==> src/rtl/atm_dispenser.sv <==
// rtl/atm_dispenser.sv - cash dispenser: note planning, paced eject pulses, cassette stock
module atm_dispenser #(
    parameter int STOCK_W     = 6,
    parameter int INIT_STOCK  = 20,
    parameter int NOTE_CYCLES = 4
) (
    input  logic               Clock,
    input  logic               Clear,
    input  logic               Request,
    input  logic [4:0]         Amount,
    input  logic               Load,
    input  logic [1:0]         LoadSel,
    input  logic [STOCK_W-1:0] LoadCount,
    input  logic [1:0]         StockSel,
    output logic [STOCK_W-1:0] StockOut,
    output logic               Busy,
    output logic               NoteValid,
    output logic [1:0]         NoteSel,
    output logic               Done,
    output logic               ErrStock
);
    localparam int GAP_W = $clog2(NOTE_CYCLES);
    localparam int CMP_W = (STOCK_W > 5) ? STOCK_W : 5;
    localparam logic [GAP_W-1:0]   GAP_LAST  = GAP_W'(NOTE_CYCLES - 1);
    localparam logic [STOCK_W-1:0] STOCK_RST = STOCK_W'(INIT_STOCK);

    typedef enum logic [2:0] {IDLE, PLAN, CHECK, DISPENSE, FINISH, ERROR} state_t;

    state_t             state;
    state_t             state_nxt;
    logic [4:0]         rem;
    logic [4:0]         cnt [4];
    logic [1:0]         plan_idx;     // cassette being planned; walks 3 (tens) down to 0 (ones)
    logic [GAP_W-1:0]   gap;          // position within one note slot; a note goes out at 0
    logic [STOCK_W-1:0] stock [4];

    logic [4:0]         plan_den;
    logic [4:0]         plan_quo;
    logic [4:0]         plan_take;
    logic [4:0]         plan_rem;
    logic [CMP_W-1:0]   plan_quo_ext;
    logic [CMP_W-1:0]   plan_stock_ext;
    logic [1:0]         note_idx;
    logic               notes_left;
    logic [STOCK_W:0]   load_sum;
    logic [STOCK_W-1:0] load_sat;

    assign StockOut = stock[StockSel];

    // Refill adds with saturation at the counter's full scale.
    assign load_sum = {1'b0, stock[LoadSel]} + {1'b0, LoadCount};
    assign load_sat = load_sum[STOCK_W] ? {STOCK_W{1'b1}} : load_sum[STOCK_W-1:0];

    // Greedy step for the current denomination: take as many notes as fit, limited by stock.
    always_comb begin
        case (plan_idx)
            2'd3:    plan_den = 5'd10;
            2'd2:    plan_den = 5'd5;
            2'd1:    plan_den = 5'd2;
            default: plan_den = 5'd1;
        endcase
        plan_quo       = rem / plan_den;
        plan_quo_ext   = CMP_W'(plan_quo);
        plan_stock_ext = CMP_W'(stock[plan_idx]);
        plan_take      = (plan_stock_ext < plan_quo_ext) ? 5'(plan_stock_ext) : plan_quo;
        // take*den never exceeds rem, so the 5-bit product is exact
        plan_rem       = rem - plan_take * plan_den;
    end

    // Largest denomination with notes still owed is the next one ejected.
    always_comb begin
        if (cnt[3] != 5'd0)      note_idx = 2'd3;
        else if (cnt[2] != 5'd0) note_idx = 2'd2;
        else if (cnt[1] != 5'd0) note_idx = 2'd1;
        else                     note_idx = 2'd0;
        notes_left = (cnt[0] | cnt[1] | cnt[2] | cnt[3]) != 5'd0;
    end

    // State register.
    always_ff @(posedge Clock) begin
        if (Clear) state <= IDLE;
        else       state <= state_nxt;
    end

    // Next-state and outputs.
    always_comb begin
        state_nxt = state;
        Busy      = 1'b0;
        NoteValid = 1'b0;
        NoteSel   = 2'd0;
        Done      = 1'b0;
        ErrStock  = 1'b0;
        case (state)
            IDLE: begin
                if (Request) state_nxt = PLAN;
            end
            PLAN: begin
                Busy = 1'b1;
                if (plan_idx == 2'd0) state_nxt = CHECK;
            end
            CHECK: begin
                Busy = 1'b1;
                if (rem != 5'd0)     state_nxt = ERROR;
                else if (!notes_left) state_nxt = FINISH;
                else                  state_nxt = DISPENSE;
            end
            DISPENSE: begin
                Busy      = 1'b1;
                NoteValid = (gap == '0) && notes_left;
                NoteSel   = NoteValid ? note_idx : 2'd0;
                // counts are already drained by the last slot's final cycle
                if (gap == GAP_LAST && !notes_left) state_nxt = FINISH;
            end
            FINISH: begin
                Busy      = 1'b1;
                Done      = 1'b1;
                state_nxt = IDLE;
            end
            ERROR: begin
                Busy      = 1'b1;
                ErrStock  = 1'b1;
                state_nxt = IDLE;
            end
            default: state_nxt = IDLE;
        endcase
    end

    // Datapath: refills and capture in IDLE, planning, note pacing and stock decrement.
    always_ff @(posedge Clock) begin
        if (Clear) begin
            rem      <= 5'd0;
            plan_idx <= 2'd0;
            gap      <= '0;
            for (int i = 0; i < 4; i++) begin
                cnt[i]   <= 5'd0;
                stock[i] <= STOCK_RST;
            end
        end else begin
            case (state)
                IDLE: begin
                    if (Load) stock[LoadSel] <= load_sat;
                    if (Request) begin
                        rem      <= Amount;
                        plan_idx <= 2'd3;
                        for (int i = 0; i < 4; i++) cnt[i] <= 5'd0;
                    end
                end
                PLAN: begin
                    cnt[plan_idx] <= plan_take;
                    rem           <= plan_rem;
                    plan_idx      <= plan_idx - 2'd1;
                end
                CHECK: gap <= '0;
                DISPENSE: begin
                    gap <= (gap == GAP_LAST) ? '0 : gap + GAP_W'(1);
                    if (NoteValid) begin
                        cnt[note_idx]   <= cnt[note_idx] - 5'd1;
                        stock[note_idx] <= stock[note_idx] - STOCK_W'(1);
                    end
                end
                default: ;
            endcase
        end
    end
endmodule

==> config.mk <==
export PLATFORM = sky130hd
export DESIGN_NAME = atm_dispenser
export DESIGN_NICKNAME = d
export VERILOG_FILES = /design/src/rtl/atm_dispenser.sv
export SDC_FILE = /design/constraint.sdc
export NUM_CORES = 1
export LEC_CHECK = 0
export BUFFER_PORTS_ARGS = -buffer_cell sky130_fd_sc_hd__buf_2
export CAP_MARGIN = 25
export CORE_MARGIN = 2
export CORE_UTILIZATION = 40
export CTS_CLUSTER_SIZE = 12
export DETAILED_ROUTE_END_ITERATION = 16
export GPL_ROUTABILITY_DRIVEN = 0
export PLACE_DENSITY = 0.56
export RECOVER_POWER = 100
export SYNTH_ARGS = -nofsm -noshare
export SYNTH_HDL_FRONTEND = slang
export SYNTH_SLANG_ARGS = --single-unit
==> constraint.sdc <==
create_clock -name Clock -period 8.8 [get_ports Clock]
set_input_delay 0.88 -clock Clock [delete_from_list [all_inputs] [get_ports Clock]]
set_output_delay 0.88 -clock Clock [all_outputs]
set_load 0.005 [all_outputs]
After elaboration in Yosys (flattened, before gate mapping)
Memory sizes are Yosys's and may differ from the RTL's. A register that Yosys moved wholly into a read port is not among the register bits.
Index checks and enable logic that the tools add are counted.
Widths: inputs -> output; s select.
{"block": "totals", "inputBits": 19, "mem_bits_rw": 44, "output_inout_bits": 12, "ff_bits": 12, "memories": 2}
{"block": "classes", "multipliers": 1, "bitwise": 7, "div": 1, "n_eq_ne": 12, "reduce_logical": 20, "mux": 59, "n_lt_le_gt_ge": 1, "addsub": 6}
{"name": "stock", "depth": 4, "word_bits": 6, "rd": 4, "rd_ports_with_merged_regs": 1, "write_ports": 4, "line_no": "35", "text": "logic [STOCK_W-1:0] stock [4];"}
{"name": "cnt", "depth": 4, "word_bits": 5, "rd": 5, "rd_ports_with_merged_regs": 0, "write_ports": 4, "line_no": "32", "text": "logic [4:0] cnt [4];"}
{"op": "$mux 5", "n": 8}
{"op": "$mux 1", "n": 26}
{"op": "$reduce_bool 5->1", "n": 5}
{"op": "$mux 2", "n": 12}
{"op": "$mux 6", "n": 3}
{"op": "$mux 3", "n": 5}
{"op": "$or 5x5->5", "n": 3}
{"op": "$reduce_or 5->1", "n": 3}
{"op": "$pmux 3 s4", "n": 1}
{"op": "$pmux 4 s3", "n": 1}
{"op": "$reduce_or 6->1", "n": 2}
{"op": "$pmux 5 s2", "n": 1}
{"op": "$pmux 2 s2", "n": 2}
{"op": "$add 6x6->7", "n": 1}
{"op": "$eq 2x2->1 const B", "n": 3}
{"op": "$eq 3x2->1 const B", "n": 2}
{"op": "$eq 3x3->1 const B", "n": 2}
{"op": "$lt 6x5->1", "n": 1}
{"op": "$ne 2x2->1 const B", "n": 3}
{"op": "$sub 6x1->6 const B", "n": 1}
{"op": "$div 5x5->5", "n": 1}
{"op": "$mul 5x5->5", "n": 1}
{"op": "$sub 5x1->5 const B", "n": 1}
{"op": "$sub 5x5->5", "n": 1}
{"op": "12 further kinds", "n": 18}

Depth between registers and ports, before layout
An unclocked memory read counts as a cell.
{"block": "depth", "depth_word": 13, "mapped_depth": 44, "ltp_nobuf": 44}

Worst setup path after synthesis
No wires, ideal clock.
{"block": "synth_path", "kind": "register to register", "startpoint": "reg plan_idx[0]", "endpoint": "reg rem[4]", "n_path_buf": 0, "setup_ns": 0.119, "path_stages_with_launch": 39, "setup_slack_ns": 0.015, "synth_period_minus_slack_ns": 8.785, "t_required_ns": 8.681, "arrival_time_ns": 8.666, "cell_sequence": "dfxtp_1 -> inv_1 -> ha_1 -> nor2_1 -> and4b_1 -> nor3_1 -> ha_1 -> o21a_1 -> o21a_1 -> o41ai_4 -> ha_1 -> o21a_1 -> o21a_1 -> inv_1 -> nor3_1 -> a21o_1 -> ha_1 -> nor2_1 -> [3 not listed] -> a21oi_1 -> ha_1 -> a2111oi_0 -> o31a_1 -> a2bb2oi_1 -> a31oi_4 -> a2bb2oi_1 -> nor2_1 -> fa_1 -> ha_1 -> inv_1 -> fa_1 -> ha_1 -> a21oi_1 -> xnor2_1 -> xnor2_1 -> xnor3_1 -> o221a_1"}
{"block": "synth_between", "elab_chain_len": 8}
{"item": "start, declared", "line_no": "33", "text": "logic [1:0] plan_idx;"}
{"item": "start signal, assigned", "line_no": "151", "text": "plan_idx <= plan_idx - 2'd1;"}
{"item": "$eq 2x1->1 / $eq 2x2->1 (equally long branches)", "line_no": "56", "text": "case (plan_idx)"}
{"item": "$pmux 4 s3 (*)", "line_no": "56"}
{"item": "$div 5x5->5", "line_no": "62", "text": "plan_quo = rem / plan_den;"}
{"item": "$lt 6x5->1", "line_no": "65", "text": "plan_take = (plan_stock_ext < plan_quo_ext) ? 5'(plan_stock_ext) : plan_quo;"}
{"item": "$mux 5", "line_no": "65"}
{"item": "$mul 5x5->5 (*)", "line_no": "67", "text": "plan_rem = rem - plan_take * plan_den;"}
{"item": "$sub 5x5->5 (*)", "line_no": "67"}
{"item": "$pmux 5 s2 (*)", "line_no": "139", "text": "case (state)"}
{"item": "end signal, assigned", "line_no": "143", "text": "rem <= Amount;"}
{"item": "end signal, assigned", "line_no": "150", "text": "rem <= plan_rem;"}
{"item": "end, declared", "line_no": "31", "text": "logic [4:0] rem;"}
Every way passes the cells marked *; elsewhere a longest branch is shown, timed or not.
A chain may end at the register's enable or synchronous reset.

Worst setup path after layout
Same ends and word-level chain as after synthesis.

==> metrics.txt <==
status completed; Die H 117 um; chip width 117 um; commonest non-fill, non-tap cells in the layout nor2_1 (92), edfxtp_1 (44), inv_1 (41), a21oi_1 (41), ha_1 (41); P&R area growth vs syn 15.4%; Routed WL 13.2 mm; simple-gate share of the synthesized area 18.5%; setup violators final 0; # fillers 1238; Post-Synth Adder-Cell Area 13.2%; HPWL Detailed 10.5 mm; CP Capture Point rem[4]; register area share after synthesis 31.4%; Post-Synth XOR/XNOR Area 4.23%; GR Layer Usage met1 26.2%; crit path DAT 8.67 ns; cells after synthesis 546; DRC Markers 0; Async S/R FF share, synth 0%; Max Cap Violations 0; met2 Use GR 35.3%; Max Freq 0.118 GHz; R2R Path End rem[4]; total congestion overflow 0; first-pass GRT wire length 21.3 mm; post-synthesis mux area share 9.31%; placed inst area 5490 um^2; clk_skew 0.0146 ns; Worst-Skew Late Latency 0.33 ns; Crit. path cell count 42; worst slack, placed -0.190 ns; post-synthesis net count 615; #FFs+latches synth 58; Design Area, Final 5880 um^2; Synth top area share 25.9%; Routed Antenna Nets 0; share of layout cells above drive strength 1 16.4%; Slew @ Worst Pin 0.814 ns; Hold Crit Class reg2reg; largest family of logic cells by synthesized area simple AND/OR/NAND/NOR gates; CTS tree done; slowest stage delay, CP 0.55 ns; largest cells by area after synthesis edfxtp_1 (26%), ha_1 (11%), nor2_1 (6.9%), mux4_2 (5.7%), dfxtp_1 (5.5%); DRT Pass-1 Iters 4; Critical path origin plan_idx[0]; CTS clock-pin slew for the worst setup and hold paths 0.06 ns; Crit Path Max Fanout 7; wire per inst 17.3 um; Initial Utilization 40.7%; critical path's slowest cell fa_1; initial antenna violation count 0; pin count of the biggest net entering global routing 24; most common cell after layout, fill and taps aside nor2_1; Yosys warning total 0; WS Path Type reg2reg; largest area contributor in the netlist edfxtp_1; GRT busiest layer met2; area occupied by multi-input gates 3320 um^2; Core Area 12500 um^2; fin crit share 96.1%; WP data required 9.02 ns; Max-Slew Margin vs Limit 45.3%; Post-CTS Hold Buffers 0; delay-heaviest family, CP adder cells; Buf+Inv Stages, Crit Path 4; CP startpoint kind register; gr usage total 20.3%; Clock Sinks 58; n_diodes 0; r2r startpoint plan_idx[0]; num ports 31; final-report hold violation count 0; IO buf count 30; mean area per synthesized cell 9.33 um^2; Final nets 656; Clock Root Buffer clkbuf_16; Reg2Reg Setup Slack 0.35 ns; Vias/cell 5.58; number of global-route vias before repair 4230; Synth Area in Compound Gates 18.1%; total CTS buffers 9; DRT iter0 DRCs 254; GR Util met3 3.40%; most frequent CP cell ha_1; Crit. End Element register; Vias 4260; Register-to-Register Path Depth 42; row cnt 41; hold path start gap[1]; top_reg_cell synth edfxtp_1; Register Area 1600 um^2; Mapped Area 5090 um^2; DIE AREA 13700 um^2; H-tree levels 3; fin crit period 8.45 ns; post-route setup slack 0.346 ns; maximum clock path buffer count 2; Post-Route Utilization 47.0%; Synth cell types 64; Post-synth EDFFs 44; Final Slew Violations 0
-- layout make-up --
| class | count | share of cell area (%) |
|---|---|---|
| Inverter | 43 | 2.75 |
| Tap cell | 172 | 3.66 |
| Timing Repair Buffer | 50 | 4.92 |
| Sequential cell | 58 | 27.2 |
| Clock buffer | 9 | 3.83 |
| Clock inverter | 7 | 1.15 |
| Multi-Input combinational cell | 425 | 56.4 |
-- synthesized netlist by cell type, types with 2 or more instances --
cell,instances
a2bb2oi_1,3
clkbuf_1,14
o21ai_0,17
and3_1,3
a21oi_1,43
or4_1,5
a21o_1,9
nor2b_1,2
a31oi_1,3
a211oi_1,15
inv_1,43
nor4_1,4
mux4_2,13
nor2_1,93
dfxtp_1,14
nor3_1,10
xnor2_1,12
ha_1,44
a21boi_0,3
mux2i_1,5
o211ai_1,2
fa_1,6
nor3b_1,7
edfxtp_1,44
xor2_1,10
a22oi_1,2
nand3_1,5
nand2b_1,17
o31a_1,6
o21bai_1,4
o32ai_1,4
buf_6,3
or2_2,3
or3_1,3
mux4_1,5
o21a_1,7
nand2_1,36
-- state kept, by name, summed over array words and instances, names as in the netlist, named ones only --
signal / cells
cnt: 20
gap: 2
plan_idx: 2
rem: 5
state: 3
stock: 24
-- tightest hold or removal path, stage by stage, from the launching register on --
cell,delay (ns)
dfxtp_1,0.32
nand2b_1,0.07
a21oi_1,0.05
-- logic make-up (layout without fill, tap and decap cells) --
family                   after synthesis  in the layout
AO/OA/AOI/OAI                        132            132
XOR/XNOR                              23             23
adder cells (fa/ha/maj)               50             50
buffers and inverters                 63            109
flip-flops                            58             58
multiplexers                          23             23
AND/OR/NAND/NOR                      197            197
-- through the flow --
| step | cells | TNS (ns) | hold WS, ns |
|---|---|---|---|
| after floorplan | 546 | 0 | 0.462 |
| after global placement | 746 | 0 | 0.475 |
| after detailed placement | 746 | -0.190 | 0.487 |
| after CTS | 762 | 0 | 0.498 |
| after global routing | 764 | -0.0786 | 0.520 |
| final | 764 | 0 | 0.492 |
-- routing by layer --
layer	vias to the layer above	wire, um
met5	-	0
li1	2068	-
met3	11	388
met2	66	6830
met4	0	116
met1	2115	5900
-- worst min-delay path by stage --
stage	slack (ns)	end	cells past startpoint
global route	0.52	gap[1]	2
detailed placement	0.49	gap[1]	2
floorplan	0.46	gap[1]	2
finish	0.49	gap[1]	2
global placement	0.48	gap[1]	2
CTS	0.50	gap[1]	2
-- timing repair --
item                                    in CTS  in global routing
gates resized for setup                      4                 19
endpoints found under the setup margin       1                  2
setup buffers                                0                  2
pin swaps                                    0                 10
hold endpoints to repair                     0                  0
Power is left out: the tool's default activity adds up to more than one toggle a clock period on the data nets, which glitch-free logic cannot reach.
